## src/rtl/isa_pkg.sv

```systemverilog
// Shared ISA constants, fetch FSM state encoding and predecode payload for the
// instruction fetch / predecode block.
package isa_pkg;

  localparam int unsigned XLEN = 32;
  localparam int unsigned OPW  = 6;

  localparam logic [XLEN-1:0] RESET_PC_DEFAULT = 32'h0000_3000;

  localparam logic [OPW-1:0] OP_RTYPE = 6'b000000;
  localparam logic [OPW-1:0] OP_ORI   = 6'b001101;
  localparam logic [OPW-1:0] OP_ADDIU = 6'b001001;
  localparam logic [OPW-1:0] OP_LW    = 6'b100011;
  localparam logic [OPW-1:0] OP_SW    = 6'b101011;
  localparam logic [OPW-1:0] OP_BEQ   = 6'b000100;
  localparam logic [OPW-1:0] OP_J     = 6'b000010;

  typedef enum logic [1:0] {
    IDLE  = 2'd0,
    FETCH = 2'd1,
    HOLD  = 2'd2
  } fetch_state_e;

  typedef struct packed {
    logic rtype;
    logic ori;
    logic addiu;
    logic lw;
    logic sw;
    logic beq;
    logic jump;
    logic illegal;
  } predec_t;

  // Word-aligned, sign-extended branch displacement.
  function automatic logic [XLEN-1:0] branch_offset(input logic [15:0] imm);
    return {{(XLEN-18){imm[15]}}, imm, 2'b00};
  endfunction

endpackage

```

## src/rtl/ifetch_predecode_if.sv

```systemverilog
// Fetch-unit bus: instruction-memory read port, held-instruction/decode port and
// the branch/jump controls coming back from the main controller.
interface ifetch_predecode_if;

  logic                      imem_req;
  logic [isa_pkg::XLEN-1:0]  imem_addr;
  logic                      imem_ack;
  logic [isa_pkg::XLEN-1:0]  imem_rdata;

  logic [isa_pkg::XLEN-1:0]  instr;
  logic                      instr_valid;
  logic                      instr_accept;
  logic                      branch;
  logic                      jump_in;
  logic                      zero;
  logic [isa_pkg::XLEN-1:0]  pc;

  logic                      Rtype;
  logic                      ori;
  logic                      addiu;
  logic                      lw;
  logic                      sw;
  logic                      beq;
  logic                      jump;
  logic                      illegal;

  modport master (
    output imem_req, imem_addr, instr, instr_valid, pc,
           Rtype, ori, addiu, lw, sw, beq, jump, illegal,
    input  imem_ack, imem_rdata, instr_accept, branch, jump_in, zero
  );

  modport slave (
    input  imem_req, imem_addr, instr, instr_valid, pc,
           Rtype, ori, addiu, lw, sw, beq, jump, illegal,
    output imem_ack, imem_rdata, instr_accept, branch, jump_in, zero
  );

endinterface

```

## src/rtl/op_predecode.sv

```systemverilog
// Combinational one-hot opcode decode; unknown opcodes raise illegal only.
module op_predecode
  import isa_pkg::*;
(
  input  logic [OPW-1:0] opcode_i,
  output logic           rtype_o,
  output logic           ori_o,
  output logic           addiu_o,
  output logic           lw_o,
  output logic           sw_o,
  output logic           beq_o,
  output logic           jump_o,
  output logic           illegal_o
);

  always_comb begin
    rtype_o   = 1'b0;
    ori_o     = 1'b0;
    addiu_o   = 1'b0;
    lw_o      = 1'b0;
    sw_o      = 1'b0;
    beq_o     = 1'b0;
    jump_o    = 1'b0;
    illegal_o = 1'b0;
    unique case (opcode_i)
      OP_RTYPE: rtype_o   = 1'b1;
      OP_ORI:   ori_o     = 1'b1;
      OP_ADDIU: addiu_o   = 1'b1;
      OP_LW:    lw_o      = 1'b1;
      OP_SW:    sw_o      = 1'b1;
      OP_BEQ:   beq_o     = 1'b1;
      OP_J:     jump_o    = 1'b1;
      default:  illegal_o = 1'b1;
    endcase
  end

endmodule

```

## src/rtl/ifetch_predecode.sv

```systemverilog
// Instruction fetch FSM: requests the word at pc, holds it with its registered
// predecode until downstream accepts, then advances pc by jump/branch/pc+4.
module ifetch_predecode
  import isa_pkg::*;
#(
  parameter logic [XLEN-1:0] RESET_PC = RESET_PC_DEFAULT
) (
  input  logic                clk,
  input  logic                rst_n,
  ifetch_predecode_if.master  bus
);

  localparam logic [XLEN-1:0] RESET_PC_ALIGNED = {RESET_PC[XLEN-1:2], 2'b00};

  fetch_state_e    state_q, state_d;
  logic [XLEN-1:0] pc_q, pc_d;
  logic [XLEN-1:0] instr_q, instr_d;
  logic            req_q, req_d;
  logic            valid_q, valid_d;
  predec_t         dec_q, dec_d;

  predec_t         rdata_dec;
  logic            dec_rtype, dec_ori, dec_addiu, dec_lw, dec_sw, dec_beq, dec_jump, dec_illegal;
  logic [XLEN-1:0] pc4;
  logic [XLEN-1:0] next_pc;

  // Decode the incoming word so the held decode is registered alongside instr.
  op_predecode u_op_predecode (
    .opcode_i  (bus.imem_rdata[XLEN-1:XLEN-OPW]),
    .rtype_o   (dec_rtype),
    .ori_o     (dec_ori),
    .addiu_o   (dec_addiu),
    .lw_o      (dec_lw),
    .sw_o      (dec_sw),
    .beq_o     (dec_beq),
    .jump_o    (dec_jump),
    .illegal_o (dec_illegal)
  );

  assign rdata_dec = '{rtype: dec_rtype, ori: dec_ori, addiu: dec_addiu, lw: dec_lw,
                       sw: dec_sw, beq: dec_beq, jump: dec_jump, illegal: dec_illegal};

  assign pc4 = pc_q + XLEN'(4);

  // Jump outranks a taken branch when the controller raises both.
  always_comb begin
    next_pc = pc4;
    if (bus.jump_in) begin
      next_pc = {pc4[XLEN-1:XLEN-4], instr_q[25:0], 2'b00};
    end else if (bus.branch && bus.zero) begin
      next_pc = pc4 + branch_offset(instr_q[15:0]);
    end
  end

  always_comb begin
    state_d = state_q;
    pc_d    = pc_q;
    instr_d = instr_q;
    req_d   = req_q;
    valid_d = valid_q;
    dec_d   = dec_q;
    unique case (state_q)
      IDLE: begin
        state_d = FETCH;
        req_d   = 1'b1;
      end
      FETCH: begin
        if (bus.imem_ack) begin
          state_d = HOLD;
          instr_d = bus.imem_rdata;
          dec_d   = rdata_dec;
          valid_d = 1'b1;
          req_d   = 1'b0;
        end
      end
      HOLD: begin
        if (bus.instr_accept) begin
          state_d = FETCH;
          pc_d    = next_pc;
          dec_d   = '0;
          valid_d = 1'b0;
          req_d   = 1'b1;
        end
      end
      default: begin
        state_d = IDLE;
        req_d   = 1'b0;
        valid_d = 1'b0;
        dec_d   = '0;
      end
    endcase
  end

  always_ff @(posedge clk or negedge rst_n) begin
    if (!rst_n) begin
      state_q <= IDLE;
      pc_q    <= RESET_PC_ALIGNED;
      instr_q <= '0;
      req_q   <= 1'b0;
      valid_q <= 1'b0;
      dec_q   <= '0;
    end else begin
      state_q <= state_d;
      pc_q    <= pc_d;
      instr_q <= instr_d;
      req_q   <= req_d;
      valid_q <= valid_d;
      dec_q   <= dec_d;
    end
  end

  assign bus.imem_req    = req_q;
  assign bus.imem_addr   = pc_q;
  assign bus.pc          = pc_q;
  assign bus.instr       = instr_q;
  assign bus.instr_valid = valid_q;
  assign bus.Rtype       = dec_q.rtype;
  assign bus.ori         = dec_q.ori;
  assign bus.addiu       = dec_q.addiu;
  assign bus.lw          = dec_q.lw;
  assign bus.sw          = dec_q.sw;
  assign bus.beq         = dec_q.beq;
  assign bus.jump        = dec_q.jump;
  assign bus.illegal     = dec_q.illegal;

endmodule

```

## src/flat_wrapper.sv

```systemverilog
// flat-port wrapper written by rule: the top's interface ports become plain ports
module ifetch_predecode_flat import isa_pkg::*;
#(
  parameter logic [XLEN-1:0] RESET_PC = RESET_PC_DEFAULT
)
  (clk, rst_n, bus_imem_req, bus_imem_addr, bus_instr, bus_instr_valid, bus_pc, bus_Rtype, bus_ori, bus_addiu, bus_lw, bus_sw, bus_beq, bus_jump, bus_illegal, bus_imem_ack, bus_imem_rdata, bus_instr_accept, bus_branch, bus_jump_in, bus_zero);
  ifetch_predecode_if bus_i ();
  input  logic clk;
  input  logic rst_n;
  output wire logic [$bits(bus_i.imem_req)-1:0] bus_imem_req;
  output wire logic [$bits(bus_i.imem_addr)-1:0] bus_imem_addr;
  output wire logic [$bits(bus_i.instr)-1:0] bus_instr;
  output wire logic [$bits(bus_i.instr_valid)-1:0] bus_instr_valid;
  output wire logic [$bits(bus_i.pc)-1:0] bus_pc;
  output wire logic [$bits(bus_i.Rtype)-1:0] bus_Rtype;
  output wire logic [$bits(bus_i.ori)-1:0] bus_ori;
  output wire logic [$bits(bus_i.addiu)-1:0] bus_addiu;
  output wire logic [$bits(bus_i.lw)-1:0] bus_lw;
  output wire logic [$bits(bus_i.sw)-1:0] bus_sw;
  output wire logic [$bits(bus_i.beq)-1:0] bus_beq;
  output wire logic [$bits(bus_i.jump)-1:0] bus_jump;
  output wire logic [$bits(bus_i.illegal)-1:0] bus_illegal;
  input wire logic [$bits(bus_i.imem_ack)-1:0] bus_imem_ack;
  input wire logic [$bits(bus_i.imem_rdata)-1:0] bus_imem_rdata;
  input wire logic [$bits(bus_i.instr_accept)-1:0] bus_instr_accept;
  input wire logic [$bits(bus_i.branch)-1:0] bus_branch;
  input wire logic [$bits(bus_i.jump_in)-1:0] bus_jump_in;
  input wire logic [$bits(bus_i.zero)-1:0] bus_zero;
  assign bus_imem_req = bus_i.imem_req;
  assign bus_imem_addr = bus_i.imem_addr;
  assign bus_instr = bus_i.instr;
  assign bus_instr_valid = bus_i.instr_valid;
  assign bus_pc = bus_i.pc;
  assign bus_Rtype = bus_i.Rtype;
  assign bus_ori = bus_i.ori;
  assign bus_addiu = bus_i.addiu;
  assign bus_lw = bus_i.lw;
  assign bus_sw = bus_i.sw;
  assign bus_beq = bus_i.beq;
  assign bus_jump = bus_i.jump;
  assign bus_illegal = bus_i.illegal;
  assign bus_i.imem_ack = bus_imem_ack;
  assign bus_i.imem_rdata = bus_imem_rdata;
  assign bus_i.instr_accept = bus_instr_accept;
  assign bus_i.branch = bus_branch;
  assign bus_i.jump_in = bus_jump_in;
  assign bus_i.zero = bus_zero;
  ifetch_predecode #(.RESET_PC(RESET_PC)) u_core (.clk(clk), .rst_n(rst_n), .bus(bus_i));
endmodule
```

## config.mk

```make
export PLATFORM = sky130hd
export DESIGN_NAME = ifetch_predecode_flat
export DESIGN_NICKNAME = d
export VERILOG_FILES = /design/src/rtl/isa_pkg.sv /design/src/rtl/ifetch_predecode_if.sv /design/src/rtl/op_predecode.sv /design/src/rtl/ifetch_predecode.sv /design/src/flat_wrapper.sv
export SDC_FILE = /design/constraint.sdc
export NUM_CORES = 1
export LEC_CHECK = 0
export CORE_ASPECT_RATIO = 0.8
export CORE_MARGIN = 3
export CORE_UTILIZATION = 34
export CTS_CLUSTER_DIAMETER = 120
export DETAILED_ROUTE_END_ITERATION = 10
export PLACE_DENSITY_LB_ADDON = 0.2
export SLEW_MARGIN = 5
export SYNTH_ARGS = -nofsm -noshare
export SYNTH_HDL_FRONTEND = slang
export SYNTH_SLANG_ARGS = --single-unit
```

## constraint.sdc

```tcl
create_clock -name clk -period 4.5 [get_ports clk]
set_input_delay 0.9 -clock clk [delete_from_list [all_inputs] [get_ports clk]]
set_output_delay 0.9 -clock clk [all_outputs]
set_load 0.1 [all_outputs]
```

* Word level (Yosys, flattened, before mapping) *
Index checks and enable logic that the tools add are counted.

storage, ports and cells
  logic and storage cells = 56
  latch bits = 0
  memories kept = 0
  ROM bits = 0
  memory bits (writable) = 0
  output and inout port bits = 106
  bits of input ports = 39
  register bits = 76

operators by class
  div/mod/pow operators = 0
  bitwise operators = 1
  shift-type cells = 0
  muxes and demuxes = 22
  equality and inequality tests = 10
  reduce and logical (&&, ||, !) cells = 8
  $lt $le $gt $ge = 0
  multiply operators = 0
  add/subtract/negate cells = 2

operators by type and width
  cell                   number
  $mux 32                2
  $add 32x3->32 const B  1
  $add 32x32->32         1
  $pmux 8 s3             1
  $mux 8                 2
  $eq 6x4->1 const B     2
  $eq 6x6->1 const B     2
  $mux 1                 12
  $reduce_or 7->1        1
  $eq 6x2->1 const B     1
  $eq 6x3->1 const B     1
  $logic_not 6->1        1
  $pmux 1 s3             2
  $pmux 2 s3             1
  $reduce_and 2->1       3
  $mux 2                 2
  $ne 2x2->1 const B     2
  $reduce_and 3->1       1
  $eq 2x1->1 const B     1
  $eq 2x2->1 const B     1
  $logic_not 2->1        1
  $logic_and 1x1->1      1
  $not 1->1              1

* Longest topological paths before layout *
Gate-level depths: netlist of the first run.

  word-level depth = 5
  mapped depth = 17
  gate-level depth less buffers = 16

* Modules after synthesis *
From an unflattened synthesis of the first run, not the netlist that was laid out.

second synthesis, totals
  cell total of the unflattened synthesis = 661
  area, all modules = 5868.1 sq um

by module, submodules not included
  module            area an instance (sq um)  seq. area each (sq um)  instances  cells an instance
  ifetch_predecode  5738.0                    1829.3                  1          645
  op_predecode      130.1                     0.0                     1          16

* Worst setup path after synthesis of the first run *
OpenSTA, ideal clock, no wires.

  kind = flip-flop to flip-flop
  start = reg u_core.pc_q[5], in the netlist u_core.bus.imem_addr[5]
  end = reg u_core.pc_q[31], in the netlist u_core.bus.imem_addr[31]
  library setup time = 162 ps
  required time = 4338 ps
  clock period less this slack = 4285 ps
  path slack = 215 ps
  path buffers = 0
  stages on the path, launching flop included = 16
  data arrival time = 4123 ps
  cells stage by stage = dfrtp_1 > and3_1 > nand3_1 > nor2_1 > nand3_1 > xnor2_1 > ha_1 > o21ai_0 > a21oi_1 > a221oi_2 > a311oi_1 > a211oi_2 > mux2i_1 > o311a_1 > mux2i_1 > xor2_1

between the ends
  word-level cells in the longest chain between the ends = 4

ends and longest elaborated chain
  item                    RTL line                 text
  start, declared         ifetch_predecode.sv:16   logic [XLEN-1:0] pc_q, pc_d;
  start signal, assigned  ifetch_predecode.sv:104  pc_q <= pc_d;
  $add 32x3->32 *         ifetch_predecode.sv:43   assign pc4 = pc_q + XLEN'(4);
  $add 32x32->32          ifetch_predecode.sv:51   next_pc = pc4 + branch_offset(instr_q[15:0]);
  $mux 32                 ifetch_predecode.sv:50   end else if (bus.branch && bus.zero) begin
  $mux 32 *               ifetch_predecode.sv:48   if (bus.jump_in) begin

Mark *: on every way between the ends. The rest lies on a longest branch, timed or not.
A chain may end at the register's enable or synchronous reset.

* Final worst setup path of the first run *
  start = reg u_core.pc_q[12], in the netlist u_core.bus.imem_addr[12]
  end = reg u_core.pc_q[31], in the netlist u_core.bus.imem_addr[31]

Same word-level chain as after synthesis.

==> results.json, run 1 <==
{
  "firstDrtPassIters": 5,
  "grt.overflow.total": 0,
  "fill_cells": 1536,
  "drv_cap": 0,
  "wl_met2_um": 7552,
  "die_w_um": 150.5,
  "post_drt_wl_per_cell_um": 17.57,
  "hold_buffers": 0,
  "crit_fanout": 8,
  "finalNonFillerCells": 966,
  "end_kind": "flop",
  "ant_nets": 0,
  "rsz0062_at_grt": "false",
  "setup.worst_path.start": "u_core.bus.imem_addr[12]",
  "rows": 41,
  "hp-start": "u_core.bus.illegal",
  "grt_pass1_vias": 5027,
  "final_cell_mix": "clkdlybuf4s50_1 (139), nand2_1 (78), dfrtp_1 (71)",
  "nets": 823,
  "die_h_um": 121.6,
  "grt_pass1_wl_um": 26820,
  "final_common_cell": "clkdlybuf4s50_1",
  "area.growth.synth_to_final_pct": 30.11,
  "period_minus_slack_ps": 4115,
  "finalWirelength_um": 16970,
  "wl_met1_um": 7809,
  "async_reset_ff_share_pct": 100.0,
  "initial_core_util_pct": 35.35,
  "synth.distinct_cells": 67,
  "drive_gt1_share_pct": 9.587,
  "arrival_ps": 4380,
  "hold_viol_final": 0,
  "avgSynthCellArea_um2": 8.801,
  "tns_ps": 0,
  "period_share_pct": 91.43,
  "worstSetupPathType": "flop to flop",
  "htreeDepth": 3,
  "cts_tree": "done",
  "routed-via-count": 5142,
  "root_buffer": "clkbuf_16",
  "synth_flop_cell": "dfrtp_1",
  "fp.dieArea_mm2": 0.01829,
  "cts_buffers": 9,
  "cts_buffer_depth": 2,
  "cts_sinks": 73,
  "netlist_area_mm2": 0.005677,
  "track_usage_pct": 18.70,
  "viasPerCell": 5.323,
  "max_slew.worst_pin.slew_ps": 1045,
  "drcViolationCount": 0,
  "place_hpwl_um": 12650,
  "synth_edf_count": 0,
  "syn_inst": 645,
  "core_mm2": 0.01606,
  "met3_length_um": 1349,
  "drv_slew": 0,
  "yosys_warnings": 0,
  "globalplace.congestion": 0.8971,
  "num_antenna_cells": 0,
  "finClkSkew_ps": 6.134,
  "r2r_start": "u_core.bus.imem_addr[12]",
  "placedCellCount": 950,
  "status": "finished, final reports clean",
  "start_kind": "flop",
  "finalSetupViolations": 0,
  "ios": 145,
  "antenna_found_initial": 1,
  "ys_seq_area_share_pct": 32.22,
  "drtIter0Drc": 351,
  "fmax_mhz": 243.0,
  "cp.required_ps": 4770,
  "relSlewSlack_pct": 30.14,
  "top_layer": "met5",
  "holdCritPathClass": "flop to flop",
  "path_clk_slew_ps": 60,
  "grt_max_degree": 74,
  "ys_seq_elements": 73,
  "clkLatencyLatePin_ps": 350,
  "io_buffers": 140
}
## per-stage QoR
stage                     utilization, %  cell area, um2  worst slack, ps  hold slack (ps)
after CTS                          45.98            7383            318.7            468.5
after floorplan                        -            5688            215.2            485.7
after global routing               46.00            7386            64.85            497.9
after detailed placement           43.88            7046            330.6            455.9
after global placement             43.88            7046            539.3            453.4
final                              46.00            7386            385.4            463.0
## cells in the mapped netlist (14+ instances only)
master    number  share of area, %
a21oi_1       33               2.9
buf_4         34               4.5
clkbuf_1      22               1.5
dfrtp_1       71                31
ha_1          37               8.2
inv_1         14              0.93
mux2_2        30               6.0
nand2_1       78               5.2
nand3_1       20               1.8
nor2_1        42               2.8
o21ai_0       43               3.8
xnor2_1       31               4.8
xor2_1        20               3.1
## timing repair
item	in CTS	in global routing
buffers inserted	0	0
endpoints found under the hold margin	0	0
gates resized for setup	0	1
setup endpoints to repair	0	1
## metal layers
layer	global-route usage [%]	vias up
li1	-	2495
met1	25.65	2433
met2	28.20	193
met3	6.173	19
met4	5.371	2
met5	0	-
## critical path, cell delays in order, from the launching register on
cell and delay [ps]:
dfstp_2 600, and4_1 250, and3_1 210, and3_1 310, nand2_1 150, xnor2_1 170, ha_1 420, nand2_1 110
nor3_1 280, and4_1 230, o21ai_1 90, a311oi_1 360, a211oi_2 120, mux2i_1 160, o311a_1 200, mux2i_1 220
xor2_1 160
## state kept, by name, summed over array words and instances (netlist names)
register and cells:
u_core.bus.sw 1, u_core.bus.imem_req 1, u_core.bus.imem_addr 30, u_core.bus.Rtype 1
u_core.bus.lw 1, u_core.bus.addiu 1, u_core.bus.beq 1, u_core.bus.instr_valid 1
u_core.bus.ori 1, u_core.state_q 1, u_core.bus.instr 32, u_core.bus.jump 1
u_core.bus.illegal 1
## path summary, 6_finish.rpt
path / slack [ps] / end / cells past startpoint
setup / recovery: 390 / u_core.bus.imem_addr[31] / 16
hold / removal: 460 / u_core.bus.illegal / 2
setup reg to reg: 390 / u_core.bus.imem_addr[31] / 16
hold reg to reg: 460 / u_core.bus.illegal / 2
max in group asynchronous: 3180 / u_core.bus.instr[25] / 1
min in group asynchronous: 710 / u_core.bus.instr[7] / 1
## final cells by class
| class | count | area, um2 | area share (%) |
|---|---|---|---|
| clock buffers | 11 | 252.7 | 3.422 |
| clock inverters | 5 | 85.08 | 1.152 |
| inverters | 15 | 56.30 | 0.7623 |
| multi-input cells | 500 | 3442 | 46.60 |
| flip-flops and latches | 73 | 1829 | 24.77 |
| well taps | 215 | 269.0 | 3.642 |
| repair buffers | 147 | 1451 | 19.65 |
## logic make-up (layout without fill, tap and decap cells)
group                    after synthesis  in the layout  share of synthesized area [%]
adder cells (fa/ha/maj)               38             38                          8.508
other                                  1              4                        0.06606
AO/OA/AOI/OAI                        175            175                          21.05
buffers and inverters                 75            178                          7.384
AND/OR/NAND/NOR                      199            199                          16.42
multiplexers                          33             33                          6.480
XOR/XNOR                              51             51                          7.869
flip-flops                            73             73                          32.22
Power of run 1 is not shown: default switching activity piles up to over one toggle a cycle in this logic, so the estimate is an artifact.
==> run 2, diff against run 1 <==
Settings changed: CAP_MARGIN set to 10, SLEW_MARGIN 5 to 15.
==> results of run 2 <==
No change in the layout: final DEF, timing and power equal those of run 1.
Power of run 2 is left out for the same reason.
==> run 3, diff against run 2 <==
Settings changed: CELL_PAD_IN_SITES_DETAIL_PLACEMENT set to 1, CELL_PAD_IN_SITES_GLOBAL_PLACEMENT set to 1.
==> results.json, run 3 (synthesized netlist as in run 1, its figures left out) <==
{
  "status": "finished, final reports clean",
  "antenna_found_initial": 0,
  "drtIter0Drc": 308,
  "cts_buffers": 9,
  "drv_cap": 0,
  "viasPerCell": 5.365,
  "clkLatencyLatePin_ps": 360,
  "drive_gt1_share_pct": 9.827,
  "grt_busiest_layer": "met2",
  "die_h_um": 121.6,
  "fill_cells": 1832,
  "crit_fanout": 7,
  "tns_ps": 0,
  "use_met1_pct": 30.42,
  "period_minus_slack_ps": 4136,
  "rsz0062_at_grt": "false",
  "io_buffers": 140,
  "largest_register_ffs": 32,
  "holdCritPathClass": "flop to flop",
  "end_kind": "flop",
  "cts_tree": "done",
  "root_buffer": "clkbuf_16",
  "initial_core_util_pct": 35.35,
  "cts_buffer_depth": 2,
  "fp.dieArea_mm2": 0.01829,
  "hold_buffers": 0,
  "hold_viol_final": 0,
  "period_share_pct": 91.91,
  "area.growth.synth_to_final_pct": 29.93,
  "nets": 825,
  "grt_pass1_vias": 5491,
  "drcViolationCount": 0,
  "relSlewSlack_pct": 32.82,
  "routed-via-count": 5193,
  "grt.overflow.total": 0,
  "grtUsageMet3_pct": 4.314,
  "ant_nets": 0,
  "grt_pass1_wl_um": 30710,
  "start_kind": "flop",
  "path_clk_slew_ps": 70,
  "firstDrtPassIters": 5,
  "arrival_ps": 4360,
  "track_usage_pct": 21.09,
  "drv_slew": 0,
  "rows": 41,
  "htreeDepth": 3,
  "core_mm2": 0.01606,
  "final_common_cell": "clkdlybuf4s50_1",
  "finalWirelength_um": 18680,
  "max_slew.worst_pin.slew_ps": 1005,
  "cp.required_ps": 4720,
  "cts_sinks": 73,
  "final_cell_mix": "clkdlybuf4s50_1 (139), nand2_1 (78), dfrtp_1 (71)",
  "ios": 145,
  "num_antenna_cells": 0,
  "use_met2_pct": 32.54,
  "globalplace.congestion": 0.8926,
  "worstSetupPathType": "flop to flop",
  "die_w_um": 150.5,
  "finClkSkew_ps": 12.24,
  "finalSetupViolations": 0,
  "post_drt_wl_per_cell_um": 19.30,
  "grt_max_degree": 74,
  "place_hpwl_um": 13880,
  "fmax_mhz": 241.8
}
-- run 3: cell types whose count changed in the layout (fill, tap and decap cells not counted), sizes merged --
cell | previous run | this run
inv | 15 | 18
buf | 8 | 10
clkbuf | 11 | 9
bufinv | 2 | 1
-- run 3: worst paths after layout --
kind	from	end	slack, ps	cells past startpoint
worst max-delay path	u_core.bus.imem_addr[4]	u_core.bus.imem_addr[24]	360	16
worst min-delay path	u_core.bus.illegal	u_core.bus.illegal	480	2
worst max register to register	u_core.bus.imem_addr[4]	u_core.bus.imem_addr[24]	360	16
worst min register to register	u_core.bus.illegal	u_core.bus.illegal	480	2
max in group asynchronous	rst_n	u_core.bus.imem_addr[16]	3150	1
min in group asynchronous	rst_n	u_core.bus.imem_addr[29]	700	1
-- run 3: worst max-delay path, cell delays in order, from the launching register on --
cell,delay [ps]
dfrtp_1,520
and3_1,320
nand3_1,250
nor2_1,170
buf_4,180
nand4_1,130
xnor2_1,210
ha_1,350
a21o_1,220
a21o_1,170
a21oi_1,240
o21bai_1,130
a41oi_2,250
nor2_1,80
o41ai_1,340
a2bb2oi_1,360
o31ai_1,100
-- run 3: layout make-up --
cell class / count / area [um2] / share of cell area (%)
inverters: 15 / 56.30 / 0.7634
repair buffers: 149 / 1466 / 19.88
multi-input cells: 500 / 3446 / 46.72
clock buffers: 9 / 225.2 / 3.053
flip-flops and latches: 73 / 1829 / 24.80
well taps: 215 / 269.0 / 3.647
clock inverters: 7 / 83.83 / 1.137
-- run 3: per-stage QoR --
step / util (%) / instance area, um2 / worst slack, ps / hold slack (ps) / instances
after global placement: 43.97 / 7061 / 541.4 / 455.1 / 952
after detailed placement: 43.97 / 7061 / 405.6 / 466.9 / 952
after floorplan: - / 5688 / 215.2 / 485.7 / 648
final: 45.94 / 7376 / 364.2 / 476.1 / 968
after CTS: 45.90 / 7370 / 354.1 / 483.0 / 968
after global routing: 45.94 / 7376 / 14.63 / 506.6 / 968
-- run 3: timing repair --
action	CTS	global route
endpoints found under the setup margin	0	1
gates resized for setup	0	1
buffers inserted	0	0
-- run 3: metal layers --
metal,wire length (um),up-vias
met5,0,-
met4,129,0
met3,949,15
met2,8598,120
met1,9002,2571
li1,-,2487
Power of run 3 is left out for the same reason.
